<file path="src/rtl/i2s_pkg.sv">
// Shared types and constants for the I2S sample sequencer and its helpers.
package i2s_pkg;

    localparam int SAMPLE_W        = 24;
    localparam int LAT_MAX_DEFAULT = 64;

    typedef logic [SAMPLE_W-1:0] sample_t;

    typedef enum logic {
        CH_LEFT  = 1'b0,
        CH_RIGHT = 1'b1
    } chan_t;

    typedef enum logic [1:0] {
        IDLE  = 2'd0,
        ISSUE = 2'd1,
        WAIT  = 2'd2
    } seq_state_t;

    // Round-robin pick: with both slots pending, serve the channel not served last.
    function automatic chan_t rr_pick(input logic v_l, input logic v_r, input chan_t last);
        if (v_l && v_r) begin
            return (last == CH_LEFT) ? CH_RIGHT : CH_LEFT;
        end else if (v_l) begin
            return CH_LEFT;
        end else begin
            return CH_RIGHT;
        end
    endfunction

endpackage

</file>
<file path="src/rtl/i2s_lrclk_edge.sv">
// Registers the (already mclk-synchronous) LRCLK and flags its edges for one cycle.
module i2s_lrclk_edge (
    input  logic i_clk,
    input  logic i_rst_n,
    input  logic i_lrclk,
    output logic o_fall,
    output logic o_rise
);

    logic r_lrclk_q;

    always_ff @(posedge i_clk or negedge i_rst_n) begin
        if (!i_rst_n) begin
            r_lrclk_q <= 1'b0;
        end else begin
            r_lrclk_q <= i_lrclk;
        end
    end

    assign o_fall = r_lrclk_q & ~i_lrclk;
    assign o_rise = ~r_lrclk_q & i_lrclk;

endmodule

</file>
<file path="src/rtl/i2s_sample_sequencer.sv">
// Sequences receiver samples through a shared effects core (or bypass) and
// double-buffers the results into one stable left/right pair per LRCLK frame.
module i2s_sample_sequencer
    import i2s_pkg::*;
#(
    parameter int DATA_W  = 24,
    parameter int LAT_MAX = LAT_MAX_DEFAULT
) (
    input  logic              mclk,
    input  logic              rst,
    input  logic              enable,
    input  logic              bypass,
    input  logic              clear_flags,
    input  logic [DATA_W-1:0] rx_data,
    input  logic              rx_valid,
    input  logic              rx_chan,
    input  logic              lrclk,
    output logic              fx_req_valid,
    input  logic              fx_req_ready,
    output logic [DATA_W-1:0] fx_req_data,
    output logic              fx_req_chan,
    input  logic              fx_rsp_valid,
    input  logic [DATA_W-1:0] fx_rsp_data,
    input  logic              fx_rsp_chan,
    output logic [DATA_W-1:0] tx_left,
    output logic [DATA_W-1:0] tx_right,
    output logic              tx_load,
    output logic              overrun,
    output logic              timeout
);

    seq_state_t        r_state;
    seq_state_t        w_state_nxt;
    chan_t             r_sel;
    chan_t             r_last_served;
    chan_t             w_pick;
    logic [7:0]        r_cnt;
    logic [DATA_W-1:0] r_req_data;

    // Index 0 = left, 1 = right.
    logic [DATA_W-1:0] r_pend [2];
    logic [1:0]        r_pend_v;
    logic [DATA_W-1:0] r_stg  [2];

    logic [DATA_W-1:0] r_tx_l;
    logic [DATA_W-1:0] r_tx_r;
    logic              r_tx_load;
    logic              r_overrun;
    logic              r_timeout;

    logic              w_lrclk_fall;
    logic              w_idle;
    logic              w_idle_clr;
    logic              w_bypass_wr;
    logic              w_rsp_hit;
    logic              w_cnt_done;
    logic              w_fx_done;
    logic [1:0]        w_rx_oh;
    logic [1:0]        w_sel_oh;
    logic [1:0]        w_pend_wr;
    logic [1:0]        w_take;
    logic [1:0]        w_stg_wr;
    logic [DATA_W-1:0] w_stg_din;
    logic              w_ovr_set;
    logic              w_to_set;

    i2s_lrclk_edge u_lrclk_edge (
        .i_clk   (mclk),
        .i_rst_n (rst),
        .i_lrclk (lrclk),
        .o_fall  (w_lrclk_fall),
        .o_rise  ()
    );

    assign w_idle      = (r_state == IDLE);
    assign w_idle_clr  = w_idle & ~enable;
    assign w_bypass_wr = w_idle & enable & bypass & rx_valid;
    assign w_rx_oh     = {rx_chan, ~rx_chan};
    assign w_sel_oh    = {r_sel == CH_RIGHT, r_sel == CH_LEFT};
    assign w_pick      = rr_pick(r_pend_v[0], r_pend_v[1], r_last_served);

    // Bypass in IDLE steers rx straight to staging; otherwise it lands in a pending slot.
    assign w_pend_wr   = (rx_valid && !(w_idle && (bypass || !enable))) ? w_rx_oh : 2'b00;
    assign w_take      = ((r_state == ISSUE) && fx_req_ready) ? w_sel_oh : 2'b00;

    assign w_rsp_hit   = (r_state == WAIT) && fx_rsp_valid && (chan_t'(fx_rsp_chan) == r_sel);
    assign w_cnt_done  = (r_state == WAIT) && (r_cnt == 8'(LAT_MAX - 1));
    assign w_fx_done   = w_rsp_hit | w_cnt_done;

    // A late core keeps the unprocessed sample; enable=0 during WAIT drops the result.
    assign w_stg_din   = w_bypass_wr ? rx_data : (w_rsp_hit ? fx_rsp_data : r_req_data);
    assign w_stg_wr    = (w_bypass_wr ? w_rx_oh : 2'b00)
                       | ((w_fx_done && enable) ? w_sel_oh : 2'b00);

    // A slot reloaded in the same cycle it is consumed is not an overrun.
    assign w_ovr_set   = |(w_pend_wr & r_pend_v & ~w_take);
    assign w_to_set    = w_cnt_done & ~w_rsp_hit;

    always_ff @(posedge mclk or negedge rst) begin
        if (!rst) begin
            r_state <= IDLE;
        end else begin
            r_state <= w_state_nxt;
        end
    end

    always_comb begin
        w_state_nxt = r_state;
        case (r_state)
            IDLE:    if (enable && !bypass && (|r_pend_v)) w_state_nxt = ISSUE;
            ISSUE:   if (fx_req_ready) w_state_nxt = WAIT;
            WAIT:    if (w_fx_done) w_state_nxt = IDLE;
            default: w_state_nxt = IDLE;
        endcase
    end

    always_ff @(posedge mclk or negedge rst) begin
        if (!rst) begin
            r_sel         <= CH_LEFT;
            r_last_served <= CH_RIGHT;
            r_req_data    <= '0;
            r_cnt         <= '0;
        end else begin
            if (w_idle && (w_state_nxt == ISSUE)) begin
                r_sel         <= w_pick;
                r_last_served <= w_pick;
                r_req_data    <= r_pend[w_pick];
            end
            if (r_state == ISSUE) begin
                r_cnt <= '0;
            end else if (r_state == WAIT) begin
                r_cnt <= r_cnt + 8'd1;
            end
        end
    end

    always_ff @(posedge mclk or negedge rst) begin
        if (!rst) begin
            for (int i = 0; i < 2; i++) begin
                r_pend[i] <= '0;
                r_stg[i]  <= '0;
            end
            r_pend_v <= '0;
        end else begin
            for (int i = 0; i < 2; i++) begin
                if (w_idle_clr) begin
                    r_pend[i]   <= '0;
                    r_pend_v[i] <= 1'b0;
                    r_stg[i]    <= '0;
                end else begin
                    if (w_pend_wr[i]) begin
                        r_pend[i]   <= rx_data;
                        r_pend_v[i] <= 1'b1;
                    end else if (w_take[i]) begin
                        r_pend_v[i] <= 1'b0;
                    end
                    if (w_stg_wr[i]) begin
                        r_stg[i] <= w_stg_din;
                    end
                end
            end
        end
    end

    // Frame commit copies staging as it stood before this edge.
    always_ff @(posedge mclk or negedge rst) begin
        if (!rst) begin
            r_tx_l    <= '0;
            r_tx_r    <= '0;
            r_tx_load <= 1'b0;
        end else begin
            r_tx_load <= w_lrclk_fall;
            if (w_lrclk_fall) begin
                r_tx_l <= r_stg[0];
                r_tx_r <= r_stg[1];
            end
        end
    end

    // Set beats a simultaneous clear.
    always_ff @(posedge mclk or negedge rst) begin
        if (!rst) begin
            r_overrun <= 1'b0;
            r_timeout <= 1'b0;
        end else begin
            if (w_ovr_set) begin
                r_overrun <= 1'b1;
            end else if (clear_flags) begin
                r_overrun <= 1'b0;
            end
            if (w_to_set) begin
                r_timeout <= 1'b1;
            end else if (clear_flags) begin
                r_timeout <= 1'b0;
            end
        end
    end

    assign fx_req_valid = (r_state == ISSUE);
    assign fx_req_data  = r_req_data;
    assign fx_req_chan  = r_sel;
    assign tx_left      = r_tx_l;
    assign tx_right     = r_tx_r;
    assign tx_load      = r_tx_load;
    assign overrun      = r_overrun;
    assign timeout      = r_timeout;

endmodule

</file>
<file path="config.mk">
export PLATFORM = sky130hd
export DESIGN_NAME = i2s_sample_sequencer
export DESIGN_NICKNAME = d
export VERILOG_FILES = /design/src/rtl/i2s_pkg.sv /design/src/rtl/i2s_lrclk_edge.sv /design/src/rtl/i2s_sample_sequencer.sv
export SDC_FILE = /design/constraint.sdc
export NUM_CORES = 1
export LEC_CHECK = 0
export ABC_AREA = 1
export BUFFER_PORTS_ARGS = -buffer_cell sky130_fd_sc_hd__buf_2
export CAP_MARGIN = 20
export CORE_AREA = 2 2 126 128
export DETAILED_ROUTE_END_ITERATION = 16
export DIE_AREA = 0 0 128 130
export GPL_TIMING_DRIVEN = 0
export PLACE_DENSITY = 0.86
export SLEW_MARGIN = 20
export SYNTH_ARGS = -nofsm -noshare
export SYNTH_HDL_FRONTEND = slang
export SYNTH_SLANG_ARGS = --single-unit
</file>
<file path="constraint.sdc">
create_clock -name mclk -period 2.6 [get_ports mclk]
set_input_delay 0.78 -clock mclk [delete_from_list [all_inputs] [get_ports mclk]]
set_output_delay 0.78 -clock mclk [all_outputs]
set_load 0.01 [all_outputs]
</file>
* After elaboration in Yosys (flattened, before gate mapping)
Index checks and enable logic that the tools add are counted.
** Cells by class
- Add/subtract/negate cells :: 1
- Order comparisons :: 1
- Eq/ne operators :: 5
- Muxes and demuxes :: 35
- Bitwise gates (word level) :: 17
- Reduce and logical (&&, ||, !) cells :: 27
** Operators with widths (number)
- $mux 24 :: 13
- $mux 8 :: 2
- $mux 2 :: 7
- $reduce_bool 2->1 :: 7
- $mux 1 :: 12
- $logic_and 1x1->1 :: 11
- $add 8x1->8 const B :: 1
- $eq 8x6->1 const B :: 1
- $and 1x1->1 :: 6
- $pmux 2 s3 :: 1
- $reduce_bool 3->1 :: 2
- $not 1->1 :: 5
- $and 2x2->2 :: 2
- $eq 2x1->1 const B :: 2
- $reduce_or 2->1 :: 2
- $logic_not 1->1 :: 3
- $eq 2x2->1 const B :: 1
- $ge 2x2->1 const B :: 1
- $logic_not 2->1 :: 1
- $not 1->2 :: 1
- $not 2->2 :: 1
- $or 2x2->2 :: 1
- $eq 1x1->1 :: 1
- $logic_or 1x1->1 :: 1
- $or 1x1->1 :: 1
** Word-level totals
- Bits in registers :: 186
- Input bits :: 59
- Output and inout port bits :: 77

* Logic depth before layout (Yosys ltp)
- Depth in word-level cells :: 10
- Depth in mapped cells :: 13
- Gate-level depth less buffers :: 12

* Cells and area by module
From an unflattened synthesis, not the netlist that was laid out.
** Unflattened totals
- Cells, all modules :: 954
- Area, all modules :: 8524.4 um^2
** By module, submodules not included
- i2s_sample_sequencer :: instances 1, cells an instance 949, area each 8484.4 um^2, sequential area each 4630.7 um^2
- i2s_lrclk_edge :: instances 1, cells an instance 5, area each 40.0 um^2, sequential area each 25.0 um^2

* Worst setup path before layout
Ideal clock, no wire load.
- Kind :: input-to-reg
- From :: input port enable
- To :: register r_pend[0] (netlist name)
- Setup time :: 0.125 ns
- Data arrival time :: 1.717 ns
- Data required time :: 2.475 ns
- Slack :: 0.759 ns
- Stages :: 6
- Buffers on the path :: 1
- Path through :: inv_2 o21ai_1 nand3_1 nand2_2 buf_4 mux2_2
** On the way
- Cells in the longest elaborated chain, start to end :: 7
** Ends and longest elaborated chain
- start: declaration :: RTL line i2s_sample_sequencer.sv:11 : input logic enable,
- $logic_not 1->1 :: RTL line i2s_sample_sequencer.sv:83 : assign w_pend_wr = (rx_valid && !(w_idle && (bypass || !enable))) ? w_rx_oh : 2'b00;
- $logic_or 1x1->1 :: RTL line i2s_sample_sequencer.sv:83
- $logic_and 1x1->1 :: RTL line i2s_sample_sequencer.sv:83
- $logic_not 1->1 :: RTL line i2s_sample_sequencer.sv:83
- $logic_and 1x1->1 :: RTL line i2s_sample_sequencer.sv:83
- $mux 2 :: RTL line i2s_sample_sequencer.sv:83
- $reduce_bool 2->1 (no line)
- end signal: indexed assignment :: RTL line i2s_sample_sequencer.sv:152 : r_pend[i] <= rx_data;
- end: declaration :: RTL line i2s_sample_sequencer.sv:41 : logic [DATA_W-1:0] r_pend [2];
Several ways; a longest one is shown, not always the timed one.
A chain may end at the register's enable or synchronous reset.

* Worst setup path after layout
- From :: register r_state[1]
- To :: register r_pend[15] (netlist name)
** On the way
- Cells in the longest elaborated chain, start to end :: 6
** Ends and longest elaborated chain
- start: declaration :: RTL line i2s_sample_sequencer.sv:32 : seq_state_t r_state;
- start signal: assignment :: RTL line i2s_sample_sequencer.sv:103 : r_state <= w_state_nxt;
- $logic_not 2->1 * :: RTL line i2s_sample_sequencer.sv:75 : assign w_idle = (r_state == IDLE);
- $logic_and 1x1->1 :: RTL line i2s_sample_sequencer.sv:83
- $logic_not 1->1 :: RTL line i2s_sample_sequencer.sv:83
- $logic_and 1x1->1 :: RTL line i2s_sample_sequencer.sv:83
- $mux 2 :: RTL line i2s_sample_sequencer.sv:83
- $reduce_bool 2->1 (no line)
Every way passes the cells marked *; elsewhere a longest branch is shown, timed or not.

==> impl_metrics.xml <==
<?xml version="1.0" encoding="UTF-8"?>
<metrics>
  <group name="power">
    <metric name="ir_worst_vdd" unit="uV">559</metric>
    <metric name="powerDensity" unit="nW/um2">1120</metric>
    <metric name="power.total" unit="mW">11.3</metric>
    <metric name="power.leakage" unit="nW">5.76</metric>
  </group>
  <group name="logic_synthesis">
    <metric name="ys_seq_area_share" unit="%">54.6</metric>
    <metric name="synthDominantCellAreaShare" unit="%">54.3</metric>
    <metric name="synth.yosys.warnings" unit="">0</metric>
    <metric name="synth-async-reset-ratio" unit="%">100</metric>
    <metric name="commonest_cells_in_the_netlist" unit="">sky130_fd_sc_hd__nand2_1, sky130_fd_sc_hd__dfrtp_1, sky130_fd_sc_hd__inv_1, sky130_fd_sc_hd__o21ai_0, sky130_fd_sc_hd__a21oi_1</metric>
    <metric name="count_of_distinct_cell_types_in_the_synthesized_netlist" unit="">32</metric>
    <metric name="synth_cell_area" unit="um2">8520</metric>
    <metric name="edff_count_synth" unit="">0</metric>
    <metric name="yosys.area.top_type" unit="">sky130_fd_sc_hd__dfrtp_1</metric>
    <metric name="ys_ff_latch" unit="">186</metric>
    <metric name="synth.top_cells.by_area" unit="">sky130_fd_sc_hd__dfrtp_1, sky130_fd_sc_hd__nand2_1, sky130_fd_sc_hd__inv_1, sky130_fd_sc_hd__o21ai_0, sky130_fd_sc_hd__mux2_2</metric>
    <metric name="postSynthAreaPerCell" unit="um2">8.07</metric>
    <metric name="ys.flop_type" unit="">sky130_fd_sc_hd__dfrtp_1</metric>
    <metric name="post-synth-top-count-cell" unit="">sky130_fd_sc_hd__nand2_1</metric>
    <metric name="postSynthCellCount" unit="">1056</metric>
    <metric name="synth.net_count" unit="">1120</metric>
  </group>
  <group name="cts">
    <metric name="clock_sinks" unit="">186</metric>
    <metric name="path_clk_slew" unit="ns">0.07</metric>
    <metric name="clock_tree.htree_level_count" unit="">4</metric>
    <metric name="post_cts.resized_instances" unit="">0</metric>
    <metric name="cts_made_buffers" unit="">17</metric>
    <metric name="clockBufferDepth" unit="">2</metric>
    <metric name="holdBufCountCts" unit="">0</metric>
    <metric name="clk_latency" unit="ns">0.44</metric>
    <metric name="post_cts_repair_setup_buffers" unit="">0</metric>
    <metric name="tritoncts" unit="">done</metric>
    <metric name="root_buffer" unit="">sky130_fd_sc_hd__clkbuf_16</metric>
  </group>
  <group name="placement">
    <metric name="gp_routability_congestion" unit="">0.986</metric>
    <metric name="post_dp_area" unit="um2">9470</metric>
    <metric name="placement.setup.worst_slack" unit="ns">0.340</metric>
    <metric name="dp.final_hpwl" unit="mm">15.8</metric>
    <metric name="placement.io_buffers" unit="">135</metric>
  </group>
  <group name="detailed_routing">
    <metric name="drt-initial-drc-count" unit="">712</metric>
    <metric name="detailedRoute.firstPassIterationCount" unit="">5</metric>
    <metric name="number_of_drc_violations_after_detailed_routing" unit="">0</metric>
    <metric name="detail_route.vias_per_cell" unit="">5.29</metric>
    <metric name="postRouteAntennaNets" unit="">0</metric>
    <metric name="detailed_route_via_count" unit="">7485</metric>
    <metric name="wire_per_inst" unit="um">15.3</metric>
    <metric name="postRouteWirelength" unit="mm">21.7</metric>
  </group>
  <group name="floorplan">
    <metric name="die_width" unit="um">128</metric>
    <metric name="num_rows" unit="">46</metric>
    <metric name="fp.dieH" unit="um">130</metric>
    <metric name="core-area" unit="um2">15400</metric>
    <metric name="die_area" unit="um2">16600</metric>
    <metric name="initial_core_util" unit="%">55.2</metric>
    <metric name="boundaryPins" unit="">136</metric>
  </group>
  <group name="timing">
    <metric name="timing.final.max_slew_violations" unit="">0</metric>
    <metric name="period_share" unit="%">87.6</metric>
    <metric name="summed_negative_setup_slack_over_all_endpoints" unit="ns">0</metric>
    <metric name="whs" unit="ns">0.334</metric>
    <metric name="final.setup.worst_slack" unit="ns">0.324</metric>
    <metric name="report.final.hold_viol_count" unit="">0</metric>
    <metric name="tightest_slew" unit="ns">0.693</metric>
    <metric name="worst_clk_skew" unit="ns">0.00861</metric>
    <metric name="fin_crit" unit="ns">2.28</metric>
    <metric name="achievable_freq" unit="MHz">439</metric>
    <metric name="report.final.setup_viol" unit="">0</metric>
    <metric name="relSlewSlack" unit="%">53.8</metric>
    <metric name="rsz0062_at_grt" unit="">false</metric>
  </group>
  <group name="cells_and_area">
    <metric name="fraction_of_final_layout_cells_sized_beyond_drive_strength_1" unit="%">19.3</metric>
    <metric name="finish.net_count" unit="">1275</metric>
    <metric name="fillCellCount" unit="">1259</metric>
    <metric name="final_instance_area" unit="um2">10100</metric>
    <metric name="antenna_cells_inserted" unit="">0</metric>
    <metric name="area_growth" unit="%">18.3</metric>
  </group>
  <group name="grt">
    <metric name="grt_start_max_net_pins" unit="">98</metric>
    <metric name="grt_overflow_total" unit="">0</metric>
    <metric name="global_route_wire_length_before_repair" unit="mm">35.0</metric>
    <metric name="number_of_antenna_violations_at_the_first_check_in_global_routing" unit="">0</metric>
    <metric name="first_global_vias" unit="">7218</metric>
    <metric name="track_usage" unit="%">27.0</metric>
  </group>
  <group name="critical_path">
    <metric name="worst_ep_arrival_time" unit="ns">2.59</metric>
    <metric name="cp_max_fo" unit="">10</metric>
    <metric name="endpoint_kind_of_the_worst_setup_timing_path" unit="">register</metric>
    <metric name="setup.worst_path.class" unit="">reg2reg</metric>
    <metric name="worst_setup_path_start_kind" unit="">register</metric>
    <metric name="worstPathRequired" unit="ns">2.92</metric>
  </group>
  <group name="status">
    <metric name="status" unit="">completed</metric>
  </group>
  <group name="hold_path">
    <metric name="holdCritPathClass" unit="">in2async</metric>
  </group>
  <group name="job">
    <metric name="cap_viol_max_count" unit="">0</metric>
  </group>
</metrics>
[cell usage in the layout, fill, tap and decap left out, types with 2 or more instances in the layout]
cell and n:
sky130_fd_sc_hd__o22ai_1 2, sky130_fd_sc_hd__nor3_1 2, sky130_fd_sc_hd__buf_2 155, sky130_fd_sc_hd__o31ai_1 2
sky130_fd_sc_hd__nand2_1 484, sky130_fd_sc_hd__nand3_4 2, sky130_fd_sc_hd__clkinv_4 4, sky130_fd_sc_hd__clkbuf_16 17
sky130_fd_sc_hd__ha_1 5, sky130_fd_sc_hd__clkinv_2 2, sky130_fd_sc_hd__inv_2 5, sky130_fd_sc_hd__nand4_1 25
sky130_fd_sc_hd__nor2_2 2, sky130_fd_sc_hd__inv_1 88, sky130_fd_sc_hd__clkinvlp_4 2, sky130_fd_sc_hd__o21ai_0 64
sky130_fd_sc_hd__bufinv_16 2, sky130_fd_sc_hd__clkinv_1 9, sky130_fd_sc_hd__nor2_1 32, sky130_fd_sc_hd__dfrtp_1 185
sky130_fd_sc_hd__inv_6 2, sky130_fd_sc_hd__clkbuf_1 23, sky130_fd_sc_hd__buf_4 6, sky130_fd_sc_hd__nand3_1 12
sky130_fd_sc_hd__buf_6 2, sky130_fd_sc_hd__o21ai_1 12, sky130_fd_sc_hd__a21oi_1 37, sky130_fd_sc_hd__mux2_2 23
sky130_fd_sc_hd__nand2_2 4
[flip-flops by register name, indices dropped and copies added, names as in the netlist]
signal                  flops
fx_req_data                24
r_stg                      48
overrun                     1
r_last_served               1
r_pend                     48
tx_load                     1
tx_right                   24
timeout                     1
tx_left                    24
u_lrclk_edge.r_lrclk_q      1
r_cnt                       8
fx_req_chan                 1
r_state                     2
r_pend_v                    2
[worst max-delay path: stages, from the launching register on]
cell,delay (ns)
sky130_fd_sc_hd__dfrtp_1,0.43
sky130_fd_sc_hd__inv_1,0.12
sky130_fd_sc_hd__ha_1,0.28
sky130_fd_sc_hd__inv_2,0.12
sky130_fd_sc_hd__nor2_2,0.29
sky130_fd_sc_hd__inv_1,0.13
sky130_fd_sc_hd__nand2_2,0.19
sky130_fd_sc_hd__buf_4,0.24
sky130_fd_sc_hd__mux2_2,0.36
[kinds of logic (layout without fill, tap and decap cells)]
family	Yosys count	after routing	synth area share [%]
DFF	186	186	54.6
xor gates and xnor gates	1	1	0.103
buffers and inverters	155	323	7.58
muxes	24	24	3.17
and+or+nand+nor	566	566	26.6
AOI/OAI and AO/OA	119	119	7.14
adders and majority gates	5	5	0.734
[power breakdown]
group / internal (mW) / switching (mW)
Combinational: 1.45 / 2.51
Sequential: 4.04 / 0.691
Clock: 1.46 / 1.14
[area by class of cell]
type,count,area [um2],share of cell area (%)
flip-flops and latches,186,4660,46.2
repair buffers,136,713,7.08
multi-input cells,715,3220,31.9
well taps,192,240,2.38
clock inverters,14,165,1.64
plain buffers,53,263,2.61
clock buffers,18,439,4.36
inverters,102,383,3.80
[metal layers]
| layer | up-vias | track usage, % | wire length [um] |
|---|---|---|---|
| li1 | 3590 | - | - |
| met2 | 339 | 44.4 | 10600 |
| met3 | 66 | 5.13 | 1320 |
| met1 | 3490 | 34.8 | 8970 |
| met4 | 0 | 13.5 | 824 |
| met5 | - | 0 | 0 |
[metrics by stage]
step | utilization, % | instances
finish | 65.3 | 1416
global route | 65.3 | 1416
CTS | 65.3 | 1416
detailed placement | 61.4 | 1384
global placement | 61.2 | 1383
floorplan | - | 1056
[path summary, 6_finish.rpt]
path | from | slack, ns | to | depth (start not counted)
max reg2reg | r_state[1] | 0.32 | r_pend[15] | 8
min | rst | 0.33 | r_cnt[4] | 1
max | r_state[1] | 0.32 | r_pend[15] | 8
max in group asynchronous | rst | 1.37 | tx_right[9] | 2
min in group mclk | tx_left[10] | 0.47 | tx_left[10] | 2
min reg2reg | tx_left[10] | 0.47 | tx_left[10] | 2
Power figures use the tool's default switching activity.
